<file path="src/rtl/uart_rx_fifo.sv">
// 16x oversampled UART receiver (8N1, or 8E1 when UART_RX_PARITY_EN is defined)
// feeding a 16-deep first-word-fall-through FIFO with a pop/peek consumer port.
module uart_rx_fifo #(
  parameter int CLK_HZ  = 100_000_000,
  parameter int BAUD    = 115200,
  parameter int DIV     = CLK_HZ / (16 * BAUD),
  parameter int FIFO_AW = 4
) (
  input  logic             CLK100,
  input  logic             RST,
  input  logic             RXD,
  input  logic             POP,
  input  logic             ERR_CLR,
  output logic [7:0]       RDATA,
  output logic             RX_VALID,
  output logic [FIFO_AW:0] RX_COUNT,
  output logic             FRAME_ERR,
  output logic             OVERRUN,
  output logic             PAR_ERR
);

  localparam int DEPTH = 1 << FIFO_AW;
  localparam int TW    = (DIV > 1) ? $clog2(DIV) : 1;

  typedef enum logic [2:0] {IDLE, START, DATA, PARITY, STOP, BRK} state_t;

  state_t          state_reg, state_next;
  logic            rxd_meta_reg, rxs_reg, rxs_prev_reg;
  logic [TW-1:0]   tick_cnt_reg, tick_cnt_next;
  logic [3:0]      ph_reg, ph_next;
  logic [2:0]      bit_reg, bit_next;
  logic [7:0]      sh_reg, sh_next;
  logic            push_reg, push_next;
  logic            frame_set;
  logic            tick, sample;

  logic [7:0]         mem [DEPTH];
  logic [FIFO_AW-1:0] wr_ptr_reg, rd_ptr_reg;
  logic [FIFO_AW:0]   count_reg;
  logic               frame_err_reg, overrun_reg;
  logic               do_pop, do_push, full, overrun_set;

  // RXD is asynchronous; only the synchronized rxs_reg drives the receiver.
  always_ff @(posedge CLK100) begin
    if (RST) begin
      rxd_meta_reg <= 1'b1;
      rxs_reg      <= 1'b1;
      rxs_prev_reg <= 1'b1;
    end else begin
      rxd_meta_reg <= RXD;
      rxs_reg      <= rxd_meta_reg;
      rxs_prev_reg <= rxs_reg;
    end
  end

  assign tick   = (tick_cnt_reg == TW'(DIV - 1));
  assign sample = tick && (ph_reg == 4'd7);

  always_ff @(posedge CLK100) begin
    if (RST) begin
      state_reg    <= IDLE;
      tick_cnt_reg <= '0;
      ph_reg       <= '0;
      bit_reg      <= '0;
      sh_reg       <= '0;
      push_reg     <= 1'b0;
    end else begin
      state_reg    <= state_next;
      tick_cnt_reg <= tick_cnt_next;
      ph_reg       <= ph_next;
      bit_reg      <= bit_next;
      sh_reg       <= sh_next;
      push_reg     <= push_next;
    end
  end

`ifdef UART_RX_PARITY_EN
  logic par_set, par_err_reg;
`endif

  always_comb begin
    state_next    = state_reg;
    tick_cnt_next = tick ? '0 : tick_cnt_reg + TW'(1);
    ph_next       = tick ? ph_reg + 4'd1 : ph_reg;
    bit_next      = bit_reg;
    sh_next       = sh_reg;
    push_next     = 1'b0;
    frame_set     = 1'b0;
`ifdef UART_RX_PARITY_EN
    par_set       = 1'b0;
`endif
    case (state_reg)
      IDLE: begin
        // Realign the oversample grid to the start-bit edge.
        if (rxs_prev_reg && !rxs_reg) begin
          state_next    = START;
          tick_cnt_next = '0;
          ph_next       = '0;
          bit_next      = '0;
        end
      end
      START: if (sample) state_next = rxs_reg ? IDLE : DATA;
      DATA: begin
        if (sample) begin
          sh_next  = {rxs_reg, sh_reg[7:1]};
          bit_next = bit_reg + 3'd1;
          if (bit_reg == 3'd7) begin
`ifdef UART_RX_PARITY_EN
            state_next = PARITY;
`else
            state_next = STOP;
`endif
          end
        end
      end
`ifdef UART_RX_PARITY_EN
      PARITY: begin
        if (sample) begin
          par_set    = ^{sh_reg, rxs_reg};
          state_next = STOP;
        end
      end
`endif
      STOP: begin
        if (sample) begin
          if (rxs_reg) begin
            push_next  = 1'b1;
            state_next = IDLE;
          end else begin
            frame_set  = 1'b1;
            state_next = BRK;
          end
        end
      end
      // A held-low line is one error; wait for it to return high.
      BRK:     if (rxs_reg) state_next = IDLE;
      default: state_next = IDLE;
    endcase
  end

  assign full        = (count_reg == (FIFO_AW + 1)'(DEPTH));
  assign do_pop      = POP && (count_reg != '0);
  // When full, a simultaneous pop frees the head slot that wr_ptr points at.
  assign do_push     = push_reg && (!full || do_pop);
  assign overrun_set = push_reg && full && !do_pop;

  always_ff @(posedge CLK100) begin
    if (RST) begin
      for (int i = 0; i < DEPTH; i++) mem[i] <= '0;
      wr_ptr_reg    <= '0;
      rd_ptr_reg    <= '0;
      count_reg     <= '0;
      frame_err_reg <= 1'b0;
      overrun_reg   <= 1'b0;
    end else begin
      if (do_push) begin
        mem[wr_ptr_reg] <= sh_reg;
        wr_ptr_reg      <= wr_ptr_reg + FIFO_AW'(1);
      end
      if (do_pop) rd_ptr_reg <= rd_ptr_reg + FIFO_AW'(1);
      count_reg     <= count_reg + (FIFO_AW + 1)'(do_push) - (FIFO_AW + 1)'(do_pop);
      frame_err_reg <= frame_set | (frame_err_reg & ~ERR_CLR);
      overrun_reg   <= overrun_set | (overrun_reg & ~ERR_CLR);
    end
  end

`ifdef UART_RX_PARITY_EN
  always_ff @(posedge CLK100) begin
    if (RST) par_err_reg <= 1'b0;
    else     par_err_reg <= par_set | (par_err_reg & ~ERR_CLR);
  end
  assign PAR_ERR = par_err_reg;
`else
  assign PAR_ERR = 1'b0;
`endif

  assign RDATA     = mem[rd_ptr_reg];
  assign RX_VALID  = (count_reg != '0);
  assign RX_COUNT  = count_reg;
  assign FRAME_ERR = frame_err_reg;
  assign OVERRUN   = overrun_reg;

endmodule

</file>
<file path="config.mk">
export PLATFORM = sky130hd
export DESIGN_NAME = uart_rx_fifo
export DESIGN_NICKNAME = d
export VERILOG_FILES = /design/src/rtl/uart_rx_fifo.sv
export SDC_FILE = /design/constraint.sdc
export NUM_CORES = 1
export LEC_CHECK = 0
export ABC_AREA = 0
export ABC_CLOCK_PERIOD_IN_PS = 6510
export CAP_MARGIN = 20
export CORE_MARGIN = 2
export CORE_UTILIZATION = 40
export DETAILED_ROUTE_END_ITERATION = 8
export GPL_TIMING_DRIVEN = 0
export PLACE_DENSITY_LB_ADDON = 0.12
export SLEW_MARGIN = 40
export SYNTH_ARGS = -nofsm -noshare
export SYNTH_HDL_FRONTEND = slang
export SYNTH_SLANG_ARGS = --single-unit
</file>
<file path="constraint.sdc">
create_clock -name CLK100 -period 6.51 [get_ports CLK100]
set_input_delay 1.302 -clock CLK100 [delete_from_list [all_inputs] [get_ports CLK100]]
set_output_delay 1.302 -clock CLK100 [all_outputs]
set_load 0.02 [all_outputs]
</file>
==> results.cfg, run 1 <==
[cts]
clk_latency_ns = 0.44
htree_levels = 4
postCtsSetupBuffers = 0
cts_made_buffers = 17
clockRootBuffer = clkbuf_16
clock_sinks = 175
cts_tree = built
postCtsHoldBufs = 0
post_cts_resized = 0
clockBufferDepth = 2
path_clk_slew_ns = 0.07

[grt]
grt_pass1_wl_mm = 30.1
antenna_found_initial = 0
grt_max_degree = 17
first_global_vias = 5222
grt_remaining_overflow = 0
grtUsageTotal = 0.203

[routing]
dr.pass1.iters = 5
ant_nets = 0
route.detailed.wl_per_inst_um = 20.9
first_iter_violations = 417
viasPerCell = 5.35
routed_wl_mm = 19.9
vias = 5114
drc = 0

[power]
peakVddDrop_uv = 232
power.density_nw_per_um2 = 328
p_seq_frac = 0.441
p_leak_nw = 3.02
p_sw_mw = 0.824
fin_total_pwr_mw = 2.94
intPower_mw = 2.12
pwr-share-comb = 0.217
netSwitchingFraction = 0.280
clockPowerShare = 0.342

[logic_synthesis]
synth_area_um2 = 7860
synth-warning-count = 0
yosys.area_share.simple = 0.160
synthMuxAreaShare = 0.106
synth_compound_area_frac = 0.0471
synth_edf_count = 128
synthArstFlopShare = 0
synth_fa_ha_area_frac = 0.0280
ys_seq_elements = 175
syn_inst = 639
syn-mean-instance-area_um2 = 12.3
synth_top_family_by_area = simple AND/OR/NAND/NOR gates
synth_nets = 661
yosysUniqueCellTypes = 48
synth-xor-area-share = 0.0189
synth_ff_type = edfxtp_1
yosysSeqAreaShare = 0.608

[critical_path]
reg2reg_slack_ns = 3.25
crit_cells = 6
critical_path_arrival_ns = 3.02
endpoint_kind = primary output
slowest_delay_ns = 0.58
worst-path-buf-inv = 3
cp_top_family = buffers and inverters
worstSetupEndpoint = RDATA[0]
r2r-start = RX_COUNT[3]$_SDFF_PP0_
crit_required_ns = 5.21
crit_chain = clkbuf_1 > buf_2 > mux4_2 > a22oi_1 > nand2_1 > clkdlybuf4s50_1
worstSetupPathType = reg2out
r2r-end = RX_COUNT[4]$_SDFF_PP0_
crit_slowest_cell = mux4_2
startpoint_type = flop
reg2reg_depth = 14
cp_max_fo = 10

[final_layout]
largest_reg_flops = 128
nNetsFinal = 700
drive_gt1_frac = 0.140
antenna_cells = 0
area_delta_synth_final_pct = 14.1

[placement]
gp_congestion = 0.805
numPortBuffers = 20
hpwlAfterDp_mm = 14.1
dp_slack_ns = 2.35

[die]
die_w_um = 144
die_area_um2 = 20800
rows = 51
core_um2 = 19400
die_h_um = 144
pin_count = 22
start_util = 0.405

[sta]
report.final.slew_viol_count = 0
whs_ns = 0.426
skew_ns = 0.0118
period_needed_ns = 4.32
hold_viol_final = 0
tightest_slew_ns = 0.828
fmax_mhz = 232
rsz0062_at_grt = false
tns_ns = 0
fin_crit_sh = 0.663
timing.slew.headroom = 0.448
fin_ws_ns = 2.19
setup_viol = 0

[worst_hold_path]
hp-start = rxd_meta_reg$_SDFF_PP1_
hold_class = reg2reg

[outcome]
outcome = finished, final reports clean

[flow_run]
max-cap-violations = 0
## power by group through the flow
stage               sequential [mW]  clock [mW]  combinational (mW)
floorplan                      1.33           0               0.441
global route                   1.30        1.06               0.698
finish                         1.30        1.00               0.640
CTS                            1.30        1.01               0.650
global placement               1.32           0               0.640
detailed placement             1.32           0               0.646
## metrics by stage
| stage | instance area, um^2 | utilization | cells |
|---|---|---|---|
| final | 8970 | 0.462 | 956 |
| after CTS | 8970 | 0.462 | 956 |
| after global routing | 8970 | 0.462 | 956 |
| after global placement | 8400 | 0.433 | 924 |
| after floorplan | 7860 | - | 639 |
| after detailed placement | 8400 | 0.433 | 924 |
## synth_stat cells (16+ instances only)
library cell / number / area, um^2
edfxtp_1: 128 / 3840
mux4_2: 32 / 721
nand2_1: 49 / 184
ha_1: 16 / 200
clkbuf_1: 17 / 63.8
dfxtp_1: 47 / 941
a21o_1: 17 / 128
nor2_1: 152 / 571
a22oi_1: 17 / 128
## worst min path at each step
stage | to | slack, ns | cells after the start
after floorplan | rxs_reg$_SDFF_PP1_ | 0.39 | 1
after detailed placement | rxs_reg$_SDFF_PP1_ | 0.40 | 1
final | rxs_reg$_SDFF_PP1_ | 0.43 | 1
after CTS | rxs_reg$_SDFF_PP1_ | 0.42 | 1
after global placement | rxs_reg$_SDFF_PP1_ | 0.40 | 1
after global routing | rxs_reg$_SDFF_PP1_ | 0.43 | 1
## routing by layer
metal	vias to the layer above	global-route usage	part of all wire
met4	0	0.0669	0.015
met1	2590	0.264	0.43
li1	2359	-	-
met3	22	0.0394	0.046
met2	143	0.344	0.51
met5	-	0	0
## cells in the final DEF (no fill, tap or decap), types with 3 or more instances in the layout
master	instances
nand3_1	12
mux2i_1	11
nor2_2	3
and3_1	4
dfxtp_1	47
clkdlybuf4s50_1	20
clkbuf_16	19
edfxtp_1	128
xor2_1	12
a22oi_1	17
inv_6	6
nor3b_1	4
a21oi_1	12
nand2_1	49
or2_2	6
inv_4	3
or3_1	3
ha_1	16
buf_1	7
nor2b_1	10
buf_6	4
clkbuf_1	17
xnor2_1	5
nor2_1	151
a21o_1	17
o21ai_0	4
mux4_2	32
buf_2	11
inv_1	12
nor3_1	10
nand4_1	3
nand2b_1	9
## cell type report
cell class	instances	area, um^2
Fill cell	1827	10400
Clock inverter	12	92.6
Buffer	40	199
Multi-Input combinational cell	411	2830
Tap cell	265	332
Inverter	13	51.3
Timing Repair Buffer	20	200
Sequential cell	175	4780
Clock buffer	20	479
## cells by family after synthesis
kind of cell | count (synthesis)
XOR/XNOR | 17
AO/OA/AOI/OAI | 55
buffers and inverters | 53
AND/OR/NAND/NOR | 278
other | 1
flip-flops | 175
adder cells (fa/ha/maj) | 17
multiplexers | 43
No activity file was read; power rests on OpenSTA's default activity.
==> run 2, diff against run 1 <==
- ABC_CLOCK_PERIOD_IN_PS: 6510 -> 4500
- clock period: 6.51 -> 4.5 ns (I/O delays scaled with it)
==> results of run 2 <==
The final DEF is identical to that of run 1. Status: finished, final reports clean.
Main changes from that run: setup slack after placement 2.35 ns -> 0.742 ns; setup slack after layout 2.19 ns -> 0.584 ns; register-to-register setup slack 3.25 ns -> 1.24 ns; total power 2.94 mW -> 4.26 mW; worst IR drop on VDD 232 uV -> 335 uV
==> run 3, diff against run 2 <==
- CAP_MARGIN: 20 -> 40
- CORE_MARGIN: 2 -> 5
- REMOVE_ABC_BUFFERS: default -> 1
==> run 3 against run 2 <==
  * Clock skew shrank 0.0030 ns
  * Sequential share of layout area grew 0.96 points
  * Worst setup slack gained 0.40 ns
  * First-iteration DRC count shrank 7.9%
  * Clock power is essentially flat
  * Global-route usage shrank 2.6 points
  * Die area grew 8.5%
  * Total power shrank 0.82%
  * Via count shrank 4.2%
  * Critical path type unchanged
  * Critical endpoint is now RDATA[6]
==> results.cfg, run 3 (synthesis gave the netlist of run 1 again) <==
[outcome]
outcome = finished, final reports clean

[routing]
ant_nets = 0
routed_wl_mm = 19.1
route.detailed.wl_per_inst_um = 20.8
vias = 4899
viasPerCell = 5.34
drc = 0
dr.pass1.iters = 5
first_iter_violations = 384

[cts]
path_clk_slew_ns = 0.07
clk_latency_ns = 0.43
postCtsHoldBufs = 0
clockBufferDepth = 2
clock_sinks = 175
clockRootBuffer = clkbuf_16
cts_tree = built
cts_made_buffers = 17
postCtsSetupBuffers = 0
post_cts_resized = 0
htree_levels = 4

[final_layout]
stdcell_area_um2 = 8830
fin_util = 0.455
seqCellArea_um2 = 4790
largest_reg_flops = 128
multi_input_area_um2 = 2850
fillers = 1842
nNetsFinal = 662
area_delta_synth_final_pct = 12.2
final_common_cell = nor2_1
mostFrequentLayoutCells = nor2_1 (151), edfxtp_1 (128), nand2_1 (49)
finalNonFillerCells = 918
antenna_cells = 0
drive_gt1_frac = 0.138

[critical_path]
critical_path_arrival_ns = 2.62
reg2reg_slack_ns = 1.32
crit_required_ns = 3.60
r2r-start = RX_COUNT[3]$_SDFF_PP0_
startpoint_type = flop
worstSetupPathType = reg2out
reg2reg_depth = 13
r2r-end = RX_COUNT[4]$_SDFF_PP0_
cp_max_fo = 21
endpoint_kind = primary output

[placement]
gp_congestion = 0.741
dp.cells = 885
numPortBuffers = 20
hpwlAfterDp_mm = 11.8
placed_cell_area_um2 = 8240
dp_slack_ns = 0.639

[sta]
fin_ws_ns = 0.981
fin_crit_sh = 0.782
period_needed_ns = 3.52
tns_ns = 0
report.final.slew_viol_count = 0
fmax_mhz = 284
setup_viol = 0
rsz0062_at_grt = false
hold_viol_final = 0
whs_ns = 0.409
timing.slew.headroom = 0.489
tightest_slew_ns = 0.765
skew_ns = 0.00881

[die]
core_um2 = 19400
die_h_um = 150
die_area_um2 = 22600
start_util = 0.405
die_w_um = 150
rows = 51
pin_count = 22

[flow_run]
max-cap-violations = 0

[worst_hold_path]
hold_class = reg2reg
hold_path_depth = 1
hold_path_end = rxs_reg$_SDFF_PP1_
hp-start = rxd_meta_reg$_SDFF_PP1_

[grt]
antenna_found_initial = 0
first_global_vias = 5033
grt_pass1_wl_mm = 28.9
grt_max_degree = 62
grt_remaining_overflow = 0
grtUsageTotal = 0.177

[power]
fin_total_pwr_mw = 4.22
p_leak_nw = 2.91
power.density_nw_per_um2 = 478
peakVddDrop_uv = 337
[run 3: cell count changes in the layout (fill, tap and decap cells not counted), moves of 4 or more]
cell        previous run  this run
inv_6                  6         0
buf_2                 11         0
clkbuf_1              17         3
nor2b_1               10         4
clkinvlp_4             0         6
buf_1                  7         0
buf_6                  4         0
nor2b_2                0         6
[run 3: area by class of cell]
cell class                 instances  share of cell area
clock buffer                      20              0.0495
timing repair buffer              22              0.0255
inverter                          13             0.00581
clock inverter                    12              0.0159
multi-input combinational        411               0.323
sequential                       175               0.543
tap                              265              0.0376
[run 3: worst max path at each step]
stage | from | slack (ns) | to
finish | flop | 0.98 | RDATA[6]
CTS | flop | 0.87 | RDATA[6]
global route | flop | 0.75 | RDATA[1]
global placement | flop | -0.12 | RDATA[6]
detailed placement | POP | 0.64 | RX_COUNT[4]$_SDFF_PP0_
floorplan | flop | 1.17 | RDATA[0]
[run 3: metal layers]
metal / wire length, um / vias up / track usage
li1: - / 2275 / -
met3: 814 / 30 / 0.0301
met4: 451 / 0 / 0.0636
met1: 8530 / 2455 / 0.241
met5: 0 / - / 0
met2: 9260 / 139 / 0.289
[run 3: worst max-delay path, cell delays in order, from the launching register on]
cell,delay [ns]
dfxtp_4,0.53
buf_12,0.26
mux4_2,0.53
a22oi_1,0.22
nand2_1,0.10
clkdlybuf4s50_1,0.55
[run 3: power breakdown]
group | leakage [nW] | total [mW] | switching [mW] | internal [mW]
clock | 0.259 | 1.44 | 0.618 | 0.820
combinational | 1.06 | 0.834 | 0.384 | 0.450
sequential | 1.60 | 1.95 | 0.119 | 1.83
total | 2.91 | 4.22 | 1.12 | 3.10
